<file path="config.mk">
export PLATFORM = sky130hd
export DESIGN_NAME = ifetch_ctrl
export DESIGN_NICKNAME = d
export VERILOG_FILES = /design/src/rtl/ifetch_ctrl.sv
export SDC_FILE = /design/constraint.sdc
export NUM_CORES = 1
export LEC_CHECK = 0
export CAP_MARGIN = 25
export CORE_MARGIN = 3
export CORE_UTILIZATION = 34
export DETAILED_ROUTE_END_ITERATION = 6
export PLACE_DENSITY = 0.84
export SETUP_SLACK_MARGIN = 0.05
export SKIP_LAST_GASP = 1
export SLEW_MARGIN = 20
export SYNTH_ARGS = -nofsm -noshare
export SYNTH_HDL_FRONTEND = slang
export SYNTH_SLANG_ARGS = --single-unit
</file>
<file path="constraint.sdc">
create_clock -name clk -period 1.75 [get_ports clk]
set_clock_uncertainty 0.2 [all_clocks]
set_input_delay 0.35 -clock clk [delete_from_list [all_inputs] [get_ports clk]]
set_output_delay 0.35 -clock clk [all_outputs]
set_load 0.02 [all_outputs]
</file>
<file path="src/rtl/ifetch_ctrl.sv">
// ifetch_ctrl: IF-stage instruction bus sequencer (one outstanding valid/ready fetch, stall hold, redirect kill).
// Define IFETCH_TIMEOUT_EN to add the response watchdog and its TIMEOUT_CYC parameter.
module ifetch_ctrl #(
`ifdef IFETCH_TIMEOUT_EN
   parameter int TIMEOUT_CYC = 255,
`endif
   parameter int XLEN = 32,
   parameter logic [XLEN-1:0] NOP_INST = XLEN'(32'h0000_0013)
) (
   input  logic            clk,
   input  logic            rst_n,
   input  logic            if_valid,
   input  logic [XLEN-1:0] pc,
   input  logic            pipe_stall,
   input  logic            redirect,
   output logic            ibus_req_valid,
   output logic [XLEN-1:0] ibus_req_addr,
   input  logic            ibus_req_ready,
   input  logic            ibus_rsp_valid,
   input  logic [XLEN-1:0] ibus_rsp_data,
   input  logic            ibus_rsp_err,
   output logic            fetch_hand_suc,
   output logic [XLEN-1:0] if_inst,
   output logic            if_inst_valid,
   output logic            if_bus_err
);
   typedef enum logic [2:0] {S_IDLE, S_REQ, S_WAIT, S_HOLD, S_DROP} state_t;

   state_t          r_state, w_next, w_after;
   logic [XLEN-1:0] r_hold_inst, w_rsp_inst;
   logic            r_hold_err, r_late, w_rsp_err, w_hold_ld, w_req, w_tmo, w_aligned;

   assign w_aligned     = pc[1:0] == 2'b00;
   assign ibus_req_addr = pc;
   assign ibus_req_valid = w_req;

   always_comb begin
      w_next         = r_state;
      w_after        = if_valid ? S_REQ : S_IDLE;
      w_rsp_err      = ibus_rsp_valid ? ibus_rsp_err : 1'b1;
      w_rsp_inst     = w_rsp_err ? NOP_INST : ibus_rsp_data;
      w_hold_ld      = 1'b0;
      w_req          = 1'b0;
      fetch_hand_suc = 1'b0;
      if_inst_valid  = 1'b0;
      if_bus_err     = 1'b0;
      if_inst        = NOP_INST;
      case (r_state)
         S_IDLE: w_next = (if_valid && w_aligned && !redirect) ? S_REQ : S_IDLE;
         S_REQ: begin
            w_req = !redirect && w_aligned;
            if (w_req && ibus_req_ready) w_next = S_WAIT;
            else if (!if_valid) w_next = S_IDLE;
         end
         S_WAIT: begin
            // a watchdog expiry is treated as a faulted response whose real reply must still be drained
            if (ibus_rsp_valid || w_tmo) begin
               if (redirect) w_next = ibus_rsp_valid ? w_after : S_DROP;
               else if (!pipe_stall) begin
                  if_inst        = w_rsp_inst;
                  if_inst_valid  = 1'b1;
                  if_bus_err     = w_rsp_err;
                  fetch_hand_suc = 1'b1;
                  w_next         = ibus_rsp_valid ? w_after : S_DROP;
               end else begin
                  w_hold_ld = 1'b1;
                  w_next    = S_HOLD;
               end
            end else if (redirect) w_next = S_DROP;
         end
         S_HOLD: begin
            if_inst        = r_hold_inst;
            if_inst_valid  = 1'b1;
            if_bus_err     = r_hold_err;
            fetch_hand_suc = !pipe_stall && !redirect;
            if (redirect || !pipe_stall) w_next = r_late ? S_DROP : w_after;
         end
         S_DROP: if (ibus_rsp_valid || w_tmo) w_next = w_after;
         default: w_next = S_IDLE;
      endcase
   end

   always_ff @(posedge clk or negedge rst_n) begin
      if (!rst_n) begin
         r_state     <= S_IDLE;
         r_hold_inst <= NOP_INST;
         r_hold_err  <= 1'b0;
         r_late      <= 1'b0;
      end else begin
         r_state <= w_next;
         if (w_hold_ld) begin
            r_hold_inst <= w_rsp_inst;
            r_hold_err  <= w_rsp_err;
         end
         r_late <= w_hold_ld ? !ibus_rsp_valid : (r_state == S_HOLD && r_late);
      end
   end

`ifdef IFETCH_TIMEOUT_EN
   localparam int CW = ($clog2(TIMEOUT_CYC + 1) > 8) ? $clog2(TIMEOUT_CYC + 1) : 8;
   logic [CW-1:0] r_cnt;
   logic          w_cnt_run;

   assign w_cnt_run = r_state == S_WAIT || r_state == S_DROP;
   assign w_tmo     = w_cnt_run && r_cnt == CW'(TIMEOUT_CYC - 1);

   // restarts on every state change so DROP after a WAIT expiry gets its own full window
   always_ff @(posedge clk or negedge rst_n) begin
      if (!rst_n) r_cnt <= '0;
      else r_cnt <= (w_cnt_run && w_next == r_state) ? r_cnt + 1'b1 : '0;
   end
`else
   assign w_tmo = 1'b0;
`endif
endmodule

</file>
==> out/qor.csv, run 1 <==
metric,value,unit
outcome,finished with violations,
violated checks,negative setup slack,
Ys Warns,0,
Final WS setup,-0.5444,ns
Root Driver,clkbuf_8,
Num CTS Buffers,5,
total vias in the final route,2374,
post-DR vias/cell,5.252,
Sum Neg Setup Slack,-19.38,ns
ys async rst share,100.0,%
CTS Buffer Depth,2,
Post-Route WL,7588,µm
multi-input logic area,1535,µm²
sequential area share after synthesis,40.58,%
Power Density,469.7,nW/µm²
Final Hold Viols,0,
Final GP Congestion,0.8352,
fin. max-slew vios,0,
die area,7759,µm²
largest net degree at the start of global routing,31,
# DRC,0,
Worst Hold Slack,0.3201,ns
DP HPWL,4404,µm
most frequent cell after synthesis,nand3_1,
Seq cells post-synth,37,
Site Rows,29,
Area Overhead vs Synth,86.24,%
total power,2.004,mW
commonest cells in the netlist,"60 x nand3_1, 59 x o21ai_1, 36 x buf_4, 34 x dfrtp_1, 30 x inv_1",
Leak,1.794,nW
slew margin rel.,69.66,%
clock latency at the later pin of the worst-skew pair,0.28,ns
Overflow after GRT,0,
I/O pin cnt,140,
Pre-antenna DRT Iters,4,
"Cell Area, Synth",2291,µm²
"Top FF cell, synth",dfrtp_1,
layout cell share with drive strength beyond 1,48.00,%
H-tree depth,2,
fmax,435.8,MHz
routed length per instance,16.79,µm
Period minus WS final,2.294,ns
Worst setup SP type,flop,
# setup viols final,70,
overall global routing resource usage,18.68,%
core area,6422,µm²
"Net count, final",446,
total of max-cap violations,0,
Synth area leaders,"dfrtp_1 37%, nand3_1 13%, o21ai_1 13%",
crit end category,output port,
vias in the first global route,2423,
clk slew on worst S/H paths,0.08,ns
Final ANT Viol Nets,0,
Worst Hold Class,reg2reg,
Worst Max-Slew Pin Slew,0.4551,ns
kind of critical path,reg2out,
Crit Path Max Fanout,8,
antenna cell count,0,
VDD IR max,296.4,µV
Starting Density,35.67,%
CTS tree,yes,
final core occ,66.43,%
WP data arrival,1.74,ns
Synth Area per Inst,8.010,µm²
RSZ-0062 raised after global routing,yes,
share of the synthesized area in the top cell type,37.14,%
I/O Buffers,79,
Gate Count Post-Synth,286,
die height,88.09,µm
number of synthesized flops with an enable pin,0,
post-synth cell types,31,
Sink Count,37,
initial antenna violation count,0,
Seq. cell area,930.9,µm²
die width,88.09,µm
Filler Cell Count,504,
dominant cell type by area after synthesis,dfrtp_1,
initial DRC count,122,
Final Cycle Share,131.1,%
Synthesized Nets,358,
first-pass GRT wire length,11420,µm
Crit path required time,1.20,ns
==> state kept, by name (all words and copies together), names as in the netlist <==
register / cells
r_hold_inst: 32
r_hold_err: 1
r_state: 3
r_late: 1
==> power by group <==
group,switching (mW),total [mW],internal [mW]
combinational,0.176,0.341,0.165
sequential,0.0153,0.913,0.898
clock,0.285,0.750,0.464
total,0.476,2.00,1.53
==> stage by stage <==
stage | setup WS (ns) | cell area, µm² | std cells
after global placement | -1.032 | 3497 | 420
after CTS | -0.5882 | 3995 | 448
after global routing | -0.6352 | 4267 | 452
after floorplan | -0.1985 | 2680 | 286
final | -0.5444 | 4267 | 452
after detailed placement | -1.088 | 3497 | 420
==> cell families after synthesis <==
kind of cell	Yosys count	share of synthesized area, %
AO/OA/AOI/OAI	71	16.11
buffers and inverters	84	20.26
flip-flops	37	40.58
multiplexers	2	1.147
AND/OR/NAND/NOR	92	21.90
==> critical path, stage by stage, from the launching register on <==
cell and delay [ns]:
dfrtp_1 0.38, nand2b_4 0.16, nor4_4 0.24, buf_6 0.18, buf_8 0.15, nand3_1 0.13, o21ai_4 0.07, buf_4 0.15
==> worst paths after layout <==
| kind | start | end | slack [ns] | depth (start not counted) |
|---|---|---|---|---|
| max | r_state[2] | if_inst[18] | -0.54 | 7 |
| min | r_hold_err | r_hold_err | 0.32 | 1 |
| max reg2reg | r_state[1] | r_state[0] | -0.07 | 6 |
| min reg2reg | r_hold_err | r_hold_err | 0.32 | 1 |
| max in group asynchronous | rst_n | r_hold_inst[22] | 0.52 | 3 |
| min in group asynchronous | rst_n | r_hold_err | 0.37 | 2 |
==> timing repair <==
action	4_1_cts	5_1_grt
buffers inserted	12	3
hold buffers	1	0
endpoints found under the setup margin	74	72
pin swaps	8	6
resized for setup	248	50
endpoints found under the hold margin	14	0
cloned	7	2
==> cell usage in the layout (no fill, tap or decap), drive strengths merged <==
cell type	Yosys	final
a2bb2oi	1	1
dlygate4sd2	0	2
bufinv	0	1
a32oi	1	1
buf	48	93
dlygate4sd3	0	1
nor3	1	1
nor2b	1	1
clkbuf	6	9
clkdlybuf4s15	0	2
nor3b	2	2
or2	1	1
nand2b	2	2
or4b	1	1
inv	30	30
clkdlybuf4s50	0	34
dfrtp	34	34
nand2	2	2
nand3b	2	2
nor2	13	13
o21ai	60	60
and4	1	1
a211o	1	1
nor4	2	2
dfstp	3	3
and2	3	3
nand3	61	61
mux2	2	2
dlymetal6s2s	0	1
a21oi	7	7
o31ai	1	1
==> cell type report <==
cell class                      instances  share of cell area, %
Multi-Input combinational cell        165                  35.98
Timing Repair Buffer                  135                  34.57
Sequential cell                        37                  21.82
Inverter                               30                  2.639
Tap cell                               77                  2.258
Clock buffer                            7                  2.023
Clock inverter                          1                 0.7038
==> layer usage <==
metal	GRT usage [%]	routed length, µm
met3	4.045	498
met2	33.49	3930
met1	22.61	3033
met5	0	0
met4	5.082	125
No activity file was read; power rests on OpenSTA's default activity.
==> inputs of run 2 (changes only) <==
Settings changed: CORE_UTILIZATION 34 to 38, PLACE_DENSITY 0.84 to 0.88.
Clock period 1.75 ns to 2.34 ns, I/O delays scaled along.
==> run 2 against run 1 <==
Compared with the run above:
- the flow still finishes with violations (negative setup slack)
- critical endpoint is now if_inst[5]
- global-route usage is 0.42 points lower
- utilization fell by 6.0 points
- worst hold slack worse by 0.24 ns
- final area decreased by 20%
- critical path type unchanged
- largest power group unchanged
==> out/qor.csv, run 2 (synthesized netlist as in run 1, its figures left out) <==
metric,value,unit,change
first-pass GRT wire length,10570,µm,-7.4%
"setup slack, reg-to-reg",0.43,ns,+0.50 ns
Pre-antenna DRT Iters,4,,unchanged
# DRC,0,,unchanged
CTS tree,yes,,
M1 wire length,2775,µm,-8.5%
vias in the first global route,2138,,-12%
Comb power frac,16.7,%,-0.3 points
clk slew on worst S/H paths,0.07,ns,about the same
H-tree depth,2,,unchanged
clock latency at the later pin of the worst-skew pair,0.28,ns,about the same
routed wl met2,3176,µm,-19%
Worst Reg-to-Reg Cells,7,,+1
Largest regs,"r_hold_inst x32, r_state x3",,
layout cell share with drive strength beyond 1,34.55,%,-13 points
Worst Max-Slew Pin Slew,0.8197,ns,+0.3646 ns
routed length per instance,15.45,µm,-8.0%
Final Hold Viols,0,,unchanged
Critical R2R Launch,r_state[2],,
VDD IR max,238.5,µV,-20%
Overflow after GRT,0,,unchanged
violated checks,negative setup slack,,
total of max-cap violations,0,,unchanged
Crit path required time,1.67,ns,+0.47 ns
initial antenna violation count,0,,unchanged
Post-Route WL,6611,µm,-13%
initial DRC count,95,,-22%
Sink Count,37,,unchanged
core area,5675,µm²,-12%
fmax,412.8,MHz,
Inst Count DP,407,,-3.1%
CTS Buffer Depth,2,,unchanged
Final Cycle Share,103.5,%,
"commonest non-fill, non-tap cell in the layout",o21ai_1,,
"commonest non-fill, non-tap cells in the layout","49 x o21ai_1, 46 x nand3_1, 46 x buf_4",,
post-DR vias/cell,5.227,,-0.49%
Crit Path Max Fanout,4,,-4
die area,6996,µm²,-9.8%
Period minus WS final,2.423,ns,
largest net degree at the start of global routing,38,,+23%
Net Sw Frac,24.65,%,+0.88 points
"Net count, final",427,,-4.3%
Seq. cell area,930.9,µm²,unchanged
Reg-to-Reg End,r_hold_inst[25],,
I/O Buffers,79,,unchanged
die width,83.65,µm,-5.0%
Starting Density,40.37,%,+4.7 points
max FFs per register,32,,unchanged
Psw,0.3256,mW,-32%
Worst Hold Class,in2async,,
Power Density,385.1,nW/µm²,-18%
total power,1.321,mW,-34%
multi-input logic area,1050,µm²,-32%
# setup viols final,10,,-86%
DP HPWL,4331,µm,-1.7%
Final ANT Viol Nets,0,,unchanged
Num CTS Buffers,5,,unchanged
total vias in the final route,2237,,-5.8%
Non-Filler Instances,428,,-5.3%
highest routed layer,met4,,
pre-CTS setup slack,-0.7501,ns,+0.3377 ns
clock share of power,31.7,%,-5.7 points
met3 wire len,491,µm,-1.4%
Final WS setup,-0.08252,ns,+0.4619 ns
overall global routing resource usage,18.26,%,-0.42 points
P_int,0.9957,mW,-35%
Worst setup SP type,flop,,
kind of critical path,reg2out,,
fin. max-slew vios,0,,unchanged
outcome,finished with violations,,
I/O pin cnt,140,,unchanged
WP data arrival,1.75,ns,about the same
slew margin rel.,45.35,%,-24 points
share of power burned in registers,51.6,%,+6.0 points
cell area after layout,3431,µm²,-20%
die height,83.65,µm,-5.0%
RSZ-0062 raised after global routing,yes,,
Final GP Congestion,0.8035,,-3.8%
Leak,1.559,nW,-13%
Top reg by flops,r_hold_inst,,
antenna cell count,0,,unchanged
crit end category,output port,,
Area Overhead vs Synth,49.75,%,
Root Driver,clkbuf_8,,
dpl cell area,3042,µm²,-13%
Site Rows,27,,-6.9%
Filler Cell Count,501,,-0.60%
-- run 2: power groups by stage --
stage	Sequential [mW]	Clock (mW)	Combinational, mW
after floorplan	0.690	0	0.140
after global placement	0.691	0	0.187
after detailed placement	0.693	0	0.193
final	0.682	0.418	0.221
after CTS	0.681	0.436	0.213
after global routing	0.685	0.460	0.240
-- run 2: area by class of cell --
cell class	count	area share, %
repair buffers	116	33.95
well taps	72	2.626
clock buffers	6	2.115
flip-flops and latches	37	27.13
multi-input cells	165	30.60
inverters	30	3.282
clock inverters	2	0.2918
-- run 2: worst max-delay path by stage --
stage	startpoint	end	slack, ns	cells past startpoint
global placement	pipe_stall	if_inst[18]	-0.69	6
detailed placement	pipe_stall	if_inst[18]	-0.75	6
global route	r_state[0]	if_inst[5]	-0.15	7
finish	r_state[0]	if_inst[5]	-0.08	7
floorplan	r_state[2]	if_inst[11]	0.14	6
CTS	r_state[2]	if_inst[2]	-0.12	8
-- run 2: per-layer routing --
metal / vias to the layer above / global-route usage (%)
met5: - / 0
met4: 0 / 8.918
met1: 1029 / 23.34
met3: 24 / 4.344
met2: 102 / 28.85
li1: 1082 / -
-- run 2: through the flow --
step / hold WS (ns) / setup TNS, ns / utilization, %
after floorplan: -0.02759 / 0 / -
after global placement: 0.2785 / -22.51 / 53.59
after detailed placement: 0.2995 / -25.67 / 53.59
after CTS: 0.09977 / -2.201 / 57.30
after global routing: 0.1344 / -1.477 / 60.45
final: 0.08137 / -0.5411 / 60.45
-- run 2: what timing repair did --
item,in CTS,in global routing
buffers inserted,8,1
hold buffers,0,0
pin swaps,5,5
setup endpoints to repair,38,36
cloned,4,1
resized for setup,190,53
-- run 2: worst max-delay path, stage by stage (launching register included) --
cell and delay (ns):
dfrtp_2 0.44, nor4_4 0.29, buf_4 0.18, buf_6 0.12, clkbuf_16 0.14, nand3_2 0.06, o21ai_1 0.09, buf_4 0.16
